[config.mk]
export PLATFORM = sky130hd
export DESIGN_NAME = softplus_arb
export DESIGN_NICKNAME = d
export VERILOG_FILES = /design/src/rtl/softplus_arb_pkg.sv /design/src/rtl/softplus_arb_lut.sv /design/src/rtl/softplus_arb.sv
export SDC_FILE = /design/constraint.sdc
export NUM_CORES = 1
export LEC_CHECK = 0
export CORE_MARGIN = 2
export CORE_UTILIZATION = 45
export DETAILED_ROUTE_END_ITERATION = 8
export PLACE_DENSITY_LB_ADDON = 0.12
export SLEW_MARGIN = 20
export SYNTH_ARGS = -nofsm -noshare
export SYNTH_HDL_FRONTEND = slang
export SYNTH_HIERARCHICAL = 1
export SYNTH_SLANG_ARGS = --single-unit
[constraint.sdc]
create_clock -name clk -period 3.2 [get_ports clk]
set_clock_uncertainty 0.15 [all_clocks]
set_input_delay 0.96 -clock clk [delete_from_list [all_inputs] [get_ports clk]]
set_output_delay 0.96 -clock clk [all_outputs]
set_load 0.02 [all_outputs]
[src/rtl/softplus_arb_pkg.sv]
// softplus_arb_pkg: shared types and constants for the softplus arbiter.
//   Q_W      - Q8.8 operand/result width
//   tag_t    - requester tag (TAG_A = 0, TAG_B = 1)
//   stage_t  - pipeline payload (operand or result plus tag)
//   OFF_POS / OFF_NEG - softplus offset tables indexed by x[10:8]
package softplus_arb_pkg;

   localparam int unsigned Q_W   = 16;
   localparam int unsigned IDX_W = 3;
   localparam int unsigned IDX_N = 8;

   typedef enum logic {
      TAG_A = 1'b0,
      TAG_B = 1'b1
   } tag_t;

   typedef struct packed {
      logic [Q_W-1:0] data;
      tag_t           tag;
   } stage_t;

   // Offsets for non-negative operands; index is the integer field x[10:8].
   localparam logic [Q_W-1:0] OFF_POS [IDX_N] = '{
      16'h004D, 16'h0037, 16'h001F, 16'h000F,
      16'h0007, 16'h0000, 16'h0000, 16'h0000
   };

   // Offsets for negative operands; -1 (x[10:8] = 111) is closest to zero.
   localparam logic [Q_W-1:0] OFF_NEG [IDX_N] = '{
      16'h0002, 16'h0002, 16'h0002, 16'h0007,
      16'h000F, 16'h001F, 16'h0037, 16'h004D
   };

endpackage

[src/rtl/softplus_arb_lut.sv]
// sp_offset_lut: combinational softplus offset lookup.
//   operand - Q8.8 operand (sign and integer field x[10:8] are used)
//   offset  - Q8.8 offset to add to relu(operand)
module sp_offset_lut
   import softplus_arb_pkg::*;
(
   input  logic [Q_W-1:0] operand,
   output logic [Q_W-1:0] offset
);

   logic [IDX_W-1:0] idx;

   assign idx = operand[10:8];

   // Sign selects the table, integer field selects the entry.
   always_comb begin
      offset = '0;
      if (operand[Q_W-1]) offset = OFF_NEG[idx];
      else                offset = OFF_POS[idx];
   end

endmodule

[src/rtl/softplus_arb.sv]
// softplus_arb: two-requester round-robin arbiter feeding a two-stage
// softplus approximation pipeline (relu(x) + table offset), Q8.8.
//   clk, rst                     - clock, asynchronous active-high reset
//   a_valid/a_data/a_ready       - requester A (tag 0)
//   b_valid/b_data/b_ready       - requester B (tag 1)
//   out_valid/out_data/out_tag   - result stream, held until out_ready
//   busy                         - high while S1 or S2 holds data
module softplus_arb
   import softplus_arb_pkg::*;
(
   input  logic           clk,
   input  logic           rst,
   input  logic           a_valid,
   input  logic [Q_W-1:0] a_data,
   output logic           a_ready,
   input  logic           b_valid,
   input  logic [Q_W-1:0] b_data,
   output logic           b_ready,
   output logic           out_valid,
   output logic [Q_W-1:0] out_data,
   output logic           out_tag,
   input  logic           out_ready,
   output logic           busy
);

   stage_t         s1_q, s1_n;
   logic           s1_valid, s1_valid_n;
   logic           out_valid_n, out_tag_n, busy_n;
   logic [Q_W-1:0] out_data_n;
   tag_t           last_grant, last_grant_n;

   logic           s2_load, s1_can_load;
   logic           grant_a, grant_b;
   stage_t         in_stage;
   logic [Q_W-1:0] offset, relu, sum;

   // S2 (the output register) frees up when empty or draining this cycle;
   // S1 can load when empty or when its content moves into S2.
   assign s2_load     = ~out_valid | out_ready;
   assign s1_can_load = ~s1_valid | s2_load;

   // Round-robin grant; A wins a tie unless A was granted last.
   always_comb begin
      grant_a = 1'b0;
      grant_b = 1'b0;
      if (!rst && s1_can_load) begin
         if (a_valid && (!b_valid || last_grant == TAG_B)) grant_a = 1'b1;
         else if (b_valid)                                   grant_b = 1'b1;
      end
   end

   assign a_ready = grant_a;
   assign b_ready = grant_b;

   always_comb begin
      in_stage.data = grant_b ? b_data : a_data;
      in_stage.tag  = grant_b ? TAG_B : TAG_A;
   end

   sp_offset_lut u_lut (
      .operand (s1_q.data),
      .offset  (offset)
   );

   // Offset tables keep positive sums well below the sign bit, so no overflow.
   always_comb begin
      relu = s1_q.data[Q_W-1] ? '0 : s1_q.data;
      sum  = relu + offset;
   end

   // Next-state for both pipeline stages and the arbitration history.
   always_comb begin
      s1_n         = s1_q;
      s1_valid_n   = s1_valid;
      out_valid_n  = out_valid;
      out_data_n   = out_data;
      out_tag_n    = out_tag;
      last_grant_n = last_grant;

      if (s2_load) begin
         out_valid_n = s1_valid;
         if (s1_valid) begin
            out_data_n = sum;
            out_tag_n  = s1_q.tag;
         end
      end

      if (s1_can_load) begin
         s1_valid_n = grant_a | grant_b;
         if (grant_a | grant_b) begin
            s1_n         = in_stage;
            last_grant_n = in_stage.tag;
         end
      end

      busy_n = s1_valid_n | out_valid_n;
   end

   always_ff @(posedge clk or posedge rst) begin
      if (rst) begin
         s1_q       <= '{data: '0, tag: TAG_A};
         s1_valid   <= 1'b0;
         out_valid  <= 1'b0;
         out_data   <= '0;
         out_tag    <= 1'b0;
         busy       <= 1'b0;
         last_grant <= TAG_B;
      end else begin
         s1_q       <= s1_n;
         s1_valid   <= s1_valid_n;
         out_valid  <= out_valid_n;
         out_data   <= out_data_n;
         out_tag    <= out_tag_n;
         busy       <= busy_n;
         last_grant <= last_grant_n;
      end
   end

endmodule

Word-level counts from Yosys, hierarchy flattened:

Memory sizes are Yosys's and may differ from the RTL's.
Index checks and enable logic that the tools add are counted.

* bitwise gates (word level): 7
* add/sub/neg operators: 1
* magnitude comparators: 1
* reductions and logical operators: 7
* mux-type cells: 15

Operator list (number)
* 2-to-1 mux 16 bit: 6
* adder 15 x 16 -> 16 bit: 1
* 2-to-1 mux 15 bit: 1
* 2-to-1 mux 1 bit: 8
* greater-or-equal comparator 4 bit, second input constant: 1
* inverter 3 -> 4 bit: 1
* bitwise OR 1 bit: 4
* AND reduction 2 bit: 2
* logical AND 1 bit: 2
* zero test 1 bit: 2
* inverter 1 bit: 2
* logical OR 1 bit: 1

* memories kept: 2
* logic and storage cells: 41
* bits in read-only memories: 256
* register bits after elaboration: 38
* bits of input ports: 37
* output and inout port bits: 21

Memories
* (no name shown): depth 8, bits a word 16, rd ports 1, clocked after memory_dff 0, write ports 0, RTL line softplus_arb_lut.sv:19 `else offset = OFF_POS[idx];`
* (no name shown): depth 8, bits a word 16, rd ports 1, clocked after memory_dff 0, write ports 0, RTL line softplus_arb_lut.sv:18 `if (operand[Q_W-1]) offset = OFF_NEG[idx];`

Longest topological paths before layout:

Gate-level depths: netlist of the first run.

* word-level depth: 8
* gate-level depth with buffers: 11
* depth with buffers taken out: 11

Modules after synthesis:

The synthesis of the first run kept the hierarchy.

By module, submodules not included
* softplus_arb: cells each 284, seq. area each 952.2 um2, times used 1, area each 2491.1 um2
* sp_offset_lut: cells each 37, seq. area each 0.0 um2, times used 1, area each 289.0 um2

Worst setup path after synthesis of the first run:

Ideal clock, no wire load.

* path kind: input to output
* start: input out_ready
* end: output a_ready
* setup slack: 0.313 ns
* data arrival time: 1.777 ns
* data required time: 2.090 ns
* stages on the path: 5
* path buffers: 1
* cells stage by stage: nor2b_1 a21oi_1 buf_2 inv_1 nor2_1

* longest elaborated chain between the ends: 4

RTL lines
* start: declaration: RTL line softplus_arb.sv:22 `input logic out_ready,`
* bitwise OR 1 bit: RTL line softplus_arb.sv:39 `assign s2_load = ~out_valid | out_ready;`
* bitwise OR 1 bit: RTL line softplus_arb.sv:40 `assign s1_can_load = ~s1_valid | s2_load;`
* logical AND 1 bit: RTL line softplus_arb.sv:46 `if (!rst && s1_can_load) begin`
* 2-to-1 mux 1 bit: RTL line softplus_arb.sv:46
* end: declaration: RTL line softplus_arb.sv:15 `output logic a_ready,`

No other way between the ends.

Final worst setup path of the first run:

* start: input out_ready
* end: output b_ready

* longest elaborated chain between the ends: 4

RTL lines
* bitwise OR 1 bit: RTL line softplus_arb.sv:39
* bitwise OR 1 bit: RTL line softplus_arb.sv:40
* logical AND 1 bit: RTL line softplus_arb.sv:46
* 2-to-1 mux 1 bit: RTL line softplus_arb.sv:46
* end: declaration: RTL line softplus_arb.sv:18 `output logic b_ready,`

No other way between the ends.

==> results.ini, run 1 <==
[synth]
synth_commonest_cells=dfrtp_1 (37), nand2_1 (35), a21oi_1 (31)
ys_ff_latch=38
seq_area_frac_synth_pct=34.2
synth_area_mm2=0.00278
ys_async_sr_fraction_pct=100
ys.flop_type=dfrtp_1
synth.largest_area_cell=dfrtp_1
ys_types=61
avgSynthCellArea_um2=8.66
synth_top_area_share_pct=33.3
yosys_warnings=6
synth-edff-count=0
syn_inst=321
yosysMostFrequentCell=dfrtp_1
ys_top_cells_by_area=dfrtp_1 (33%), ha_1 (9.9%), a21oi_1 (5.6%), o21ai_0 (4.9%), nand2_1 (4.7%)

[die]
dieArea_mm2=0.00682
core_area_mm2=0.00596
die_h_um=82.6
top_level_ports=58
initial_core_util_pct=46.7
rows=28
die_w_um=82.6

[route]
drt_first_pass_iters=4
totalWireLength_mm=5.72
drc=0
vias_per_cell=5.13
routedWlPerCell_um=12.4
drtIter0Drc=103
ant_nets=0
vias=2372

[placed_design]
dp_slack_ns=-0.505
dp.cells=452
placed_area_mm2=0.00343
portBuffers=57
dpl.hpwl_mm=4.40
place_congestion=0.897

[clock_tree]
clk_path_buf_depth=2
cts.clk_slew.worst_paths_ns=0.08
root_buffer=clkbuf_8
clk_latency_ns=0.30
holdBufCountCts=0
numCtsBuffers=5
cts_tree=done
cts.sinks=38
htreeDepth=2

[finish]
drive_gt1_share_pct=14.0
n_antenna_cell=0
nets=446
final_cells=462
final_cell_area_mm2=0.00357
area_delta_synth_final_pct=28.5
utilization_pct=60.0
fillerInstances=563
multi_input_area_mm2=0.00167
regArea_um2=955

[critical_path]
endpoint_kind=primary output
crit_path_start_kind=input pin
crit_type=input pin to primary output
timing.rr.start=s1_q[9]
worstPathRequired_ns=2.09
crit_arrival_ns=2.03
worstSetupStartpoint=out_ready
critPathMaxFanout=3

[grt]
grtUsageMet3_pct=4.13
grt_max_degree=39
grt_usage_pct=18.2
grtUsageMet1_pct=23.7
grt_pass1_wl_mm=9.51
grt_pass1_vias=2165
grt-ovfl-total=0
gr-usage-met2_pct=28.9
antenna_found_initial=0
grt-busiest-layer=met2

[timing]
slew_headroom_pct=66.1
fin_hold_ws_ns=0.325
worst_pin_slew_ns=0.508
period_share_pct=98.2
fin_ws_ns=0.0566
setup_tns_ns=0
fin_crit_ns=3.14
fmax_mhz=318
drv_slew=0
setup_viol=0
finalHoldViolCount=0

[power]
power_mw=2.22
ir_drop_uv=370
p_leak_nw=1.54
power_density_mw_per_mm2=622

[worst_hold_path]
min_from=out_data[0]
hp-class=flip-flop to flip-flop

[run_status]
status=finished clean

[job]
cap_violations=0

==> state kept, by name, indices dropped and copies added, names as in the netlist <==
name and flops:
s1_q 17, out_data 16, busy 1, last_grant 1, out_tag 1, out_valid 1
s1_valid 1
==> where the power goes <==
group          switching [mW]  total (mW)  internal [mW]
logic                   0.612        1.16          0.547
clock network           0.177       0.350          0.173
registers              0.0866       0.716          0.629
total                   0.875        2.22           1.35
==> cell families (layout without fill, tap and decap cells) <==
| logic type | count (synthesis) | after routing | synth area share, % |
|---|---|---|---|
| AND/OR/NAND/NOR | 114 | 114 | 21.5 |
| AO/OA/AOI/OAI | 97 | 97 | 22.1 |
| flip-flops | 38 | 38 | 34.2 |
| buffers and inverters | 37 | 95 | 7.83 |
| adder cells (fa/ha/maj) | 23 | 23 | 10.6 |
| XOR/XNOR | 9 | 9 | 2.84 |
| multiplexers | 2 | 2 | 0.720 |
| other | 1 | 9 | 0.135 |
==> worst paths after layout <==
check	slack, ns	endpoint	cells after the start
max	0.06	b_ready	5
min	0.32	out_data[0]	2
max reg2reg	0.20	out_data[12]	10
min reg2reg	0.32	out_data[0]	2
max in group asynchronous	1.56	s1_q[10]	3
min in group asynchronous	0.99	out_tag	3
==> area by class of cell <==
type	instances	share of cell area (%)
multi-input cells	254	46.7
flip-flops and latches	38	26.7
repair buffers	77	20.2
well taps	75	2.63
clock buffers	6	2.31
inverters	10	1.05
clock inverters	2	0.350
==> layout by cell type, fill, tap and decap left out, types with 4 or more instances in the layout <==
| master | netlist | final |
|---|---|---|
| conb_1 | 1 | 9 |
| nand3_1 | 6 | 6 |
| a21o_1 | 4 | 4 |
| xnor2_1 | 6 | 6 |
| o21ai_0 | 27 | 26 |
| inv_1 | 10 | 10 |
| nand3b_1 | 16 | 16 |
| buf_4 | 10 | 20 |
| dfrtp_1 | 37 | 35 |
| clkbuf_8 | 1 | 6 |
| nor2_1 | 23 | 22 |
| a21oi_1 | 31 | 30 |
| nor2b_1 | 17 | 17 |
| clkdlybuf4s50_1 | 0 | 55 |
| ha_1 | 22 | 21 |
| nand2_1 | 35 | 35 |
==> timing repair <==
item                                    in CTS  in global routing
endpoints found under the setup margin       2                  6
cloned                                       0                  0
buffers inserted                             0                  2
pin swaps                                    1                  4
resized for setup                            9                 12
==> critical path, cell delays in order <==
cell and delay [ns]:
clkdlybuf4s50_1 0.46, nor2b_1 0.06, a21oi_2 0.21, and3_4 0.23, buf_6 0.11
==> layer usage <==
layer  vias to the layer above  part of all wire, %  routed length [µm]
met3                        12                  5.0                 284
met1                      1053                   49                2830
met2                        64                   43                2470
li1                       1243                    -                   -
met4                         0                  2.4                 137
met5                         -                    0                   0
Note: power is estimated with default switching activity, not from simulation.
==> run 2, diff against run 1 <==
ABC_CLOCK_PERIOD_IN_PS = 3200   (was not set)
CORE_UTILIZATION = 35   (was 45)
SLEW_MARGIN = not set   (was 20)
==> results.ini, run 2 (synthesized netlist as in run 1, its figures left out) <==
[critical_path]
path_cells=clkdlybuf4s50_1 -> inv_1 -> o21ai_2 -> and3_4 -> buf_4  ; was clkdlybuf4s50_1 -> nor2b_1 -> a21oi_2 -> and3_4 -> buf_6
cpPeakStageDelay_ns=0.47  ; was 0.46 ns
crit_slowest_cell=clkdlybuf4s50_1  ; unchanged
critPathMaxFanout=3  ; unchanged
path_depth=5  ; unchanged
endpoint_kind=primary output  ; unchanged
r2r_cells=11  ; was 10
worstPathRequired_ns=2.09  ; about the same
crit_path_start_kind=input pin  ; unchanged
critPathTopFamily=buffers and inverters  ; unchanged
crit_buf_inv=3  ; was 2
crit_arrival_ns=2.00  ; was 2.03 ns
crit_type=input pin to primary output  ; unchanged

[clock_tree]
cts.sinks=38  ; unchanged
htreeDepth=2  ; unchanged
clk_latency_ns=0.30  ; about the same
cts.clk_slew.worst_paths_ns=0.07  ; was 0.08 ns
holdBufCountCts=0  ; unchanged
root_buffer=clkbuf_8  ; unchanged
clk_path_buf_depth=2  ; unchanged
numCtsBuffers=5  ; unchanged
cts_tree=done  ; unchanged

[route]
drt_first_pass_iters=4  ; unchanged
drc=0  ; unchanged
vias=2349  ; was 2,372
routedWlPerCell_um=12.8  ; was 12.4 µm
totalWireLength_mm=6.27  ; was 5.72 mm
vias_per_cell=4.78  ; was 5.13
ant_nets=0  ; unchanged
drtIter0Drc=58  ; was 103

[timing]
drv_slew=0  ; unchanged
period_share_pct=97.2  ; was 98.2%
finalHoldViolCount=0  ; unchanged
slew_headroom_pct=65.1  ; was 66.1%
fmax_mhz=322  ; was 318 MHz
fin_hold_ws_ns=0.327  ; was 0.325 ns
fin_crit_ns=3.11  ; was 3.14 ns
setup_viol=0  ; unchanged
worst_pin_slew_ns=0.523  ; was 0.508 ns
rsz0062_at_grt=false
setup_tns_ns=0  ; unchanged

[power]
power_mw=2.41  ; was 2.22 mW
ir_drop_uv=238  ; was 370 µV
power_density_mw_per_mm2=658  ; was 622 mW/mm²
p_leak_nw=1.58  ; was 1.54 nW

[finish]
drive_gt1_share_pct=14.1  ; was 14.0%
final_common_cell=clkdlybuf4s50_1  ; unchanged
final_cell_mix=clkdlybuf4s50_1 (54), nand2_1 (35), dfrtp_1 (35)  ; was clkdlybuf4s50_1 (55), nand2_1 (35), dfrtp_1 (35)
n_antenna_cell=0  ; unchanged
reg_top3=s1_q x17, out_data x16  ; unchanged
largest_register_ffs=17  ; unchanged
regMostFlops=s1_q  ; unchanged
final_cells=491  ; was 462
multi_input_area_mm2=0.00166  ; was 0.00167 mm²
utilization_pct=47.4  ; was 60.0%
nets=448  ; was 446
area_delta_synth_final_pct=31.6  ; was 28.5%
fillerInstances=767  ; was 563
regArea_um2=955  ; unchanged

[worst_hold_path]
hp-class=flip-flop to flip-flop  ; unchanged
holdPathStages=2  ; unchanged

[grt]
grt_pass1_wl_mm=10.7  ; was 9.51 mm
grt-ovfl-total=0  ; unchanged
grt_max_degree=39  ; unchanged
antenna_found_initial=0  ; unchanged
grt_usage_pct=15.2  ; was 18.2%
grt_pass1_vias=2329  ; was 2,165

[die]
rows=32  ; was 28
dieArea_mm2=0.00867  ; was 0.00682 mm²
die_w_um=93.1  ; was 82.6 µm
initial_core_util_pct=36.0  ; was 46.7%
core_area_mm2=0.00773  ; was 0.00596 mm²
top_level_ports=58  ; unchanged
die_h_um=93.1  ; was 82.6 µm

[placed_design]
dp.cells=479  ; was 452
dpl.hpwl_mm=4.83  ; was 4.40 mm
portBuffers=57  ; unchanged
place_congestion=0.884  ; was 0.897

[job]
cap_violations=0  ; unchanged

[run_status]
status=finished clean  ; unchanged

run 2: where the power goes:
group	switching [mW]	internal, mW
Sequential	0.0818	0.629
Clock	0.185	0.333
Combinational	0.629	0.552
run 2: path summary, 6_finish.rpt:
path	from	end	slack, ns
worst min-delay path	out_data[1]	out_data[1]	0.33
worst min register to register	out_data[1]	out_data[1]	0.33
max in group asynchronous	rst	s1_q[9]	1.55
worst max register to register	s1_q[9]	out_data[10]	0.20
min in group asynchronous	rst	busy	0.98
worst max-delay path	b_valid	b_ready	0.09
run 2: timing repair:
item,4_1_cts,5_1_grt
setup buffers,1,3
pin swaps,2,6
resized for setup,11,9
hold endpoints to repair,0,0
setup endpoints to repair,2,5
cloned,0,0
run 2: final cells by class:
class / count / share of cell area [%]
Inverter: 10 / 1.03
Timing Repair Buffer: 79 / 20.1
Multi-Input combinational cell: 254 / 45.4
Clock buffer: 6 / 2.26
Clock inverter: 2 / 1.64
Tap cell: 102 / 3.49
Sequential cell: 38 / 26.1
run 2: routing by layer:
layer	vias up	wire length (µm)	GRT usage, %
li1	1250	-	-
met1	1028	3110	20.4
met2	66	2790	25.3
met3	5	297	3.06
met4	0	68	3.68
met5	-	0	0
run 2: worst register-to-register path, delay by kind of cell (launching register included):
family          cells  cell delay, ns
compound gates      6            1.05
simple gates        1            0.20
flops               1            0.45
fa+ha+maj           3            0.87
buf+inv             1            0.17
run 2: per-stage QoR:
step	cell area (µm²)	setup slack [ns]
after global routing	3660	0.0392
after global placement	3460	-0.516
final	3660	0.0896
after detailed placement	3460	-0.561
after CTS	3610	0.0117
after floorplan	2810	0.313
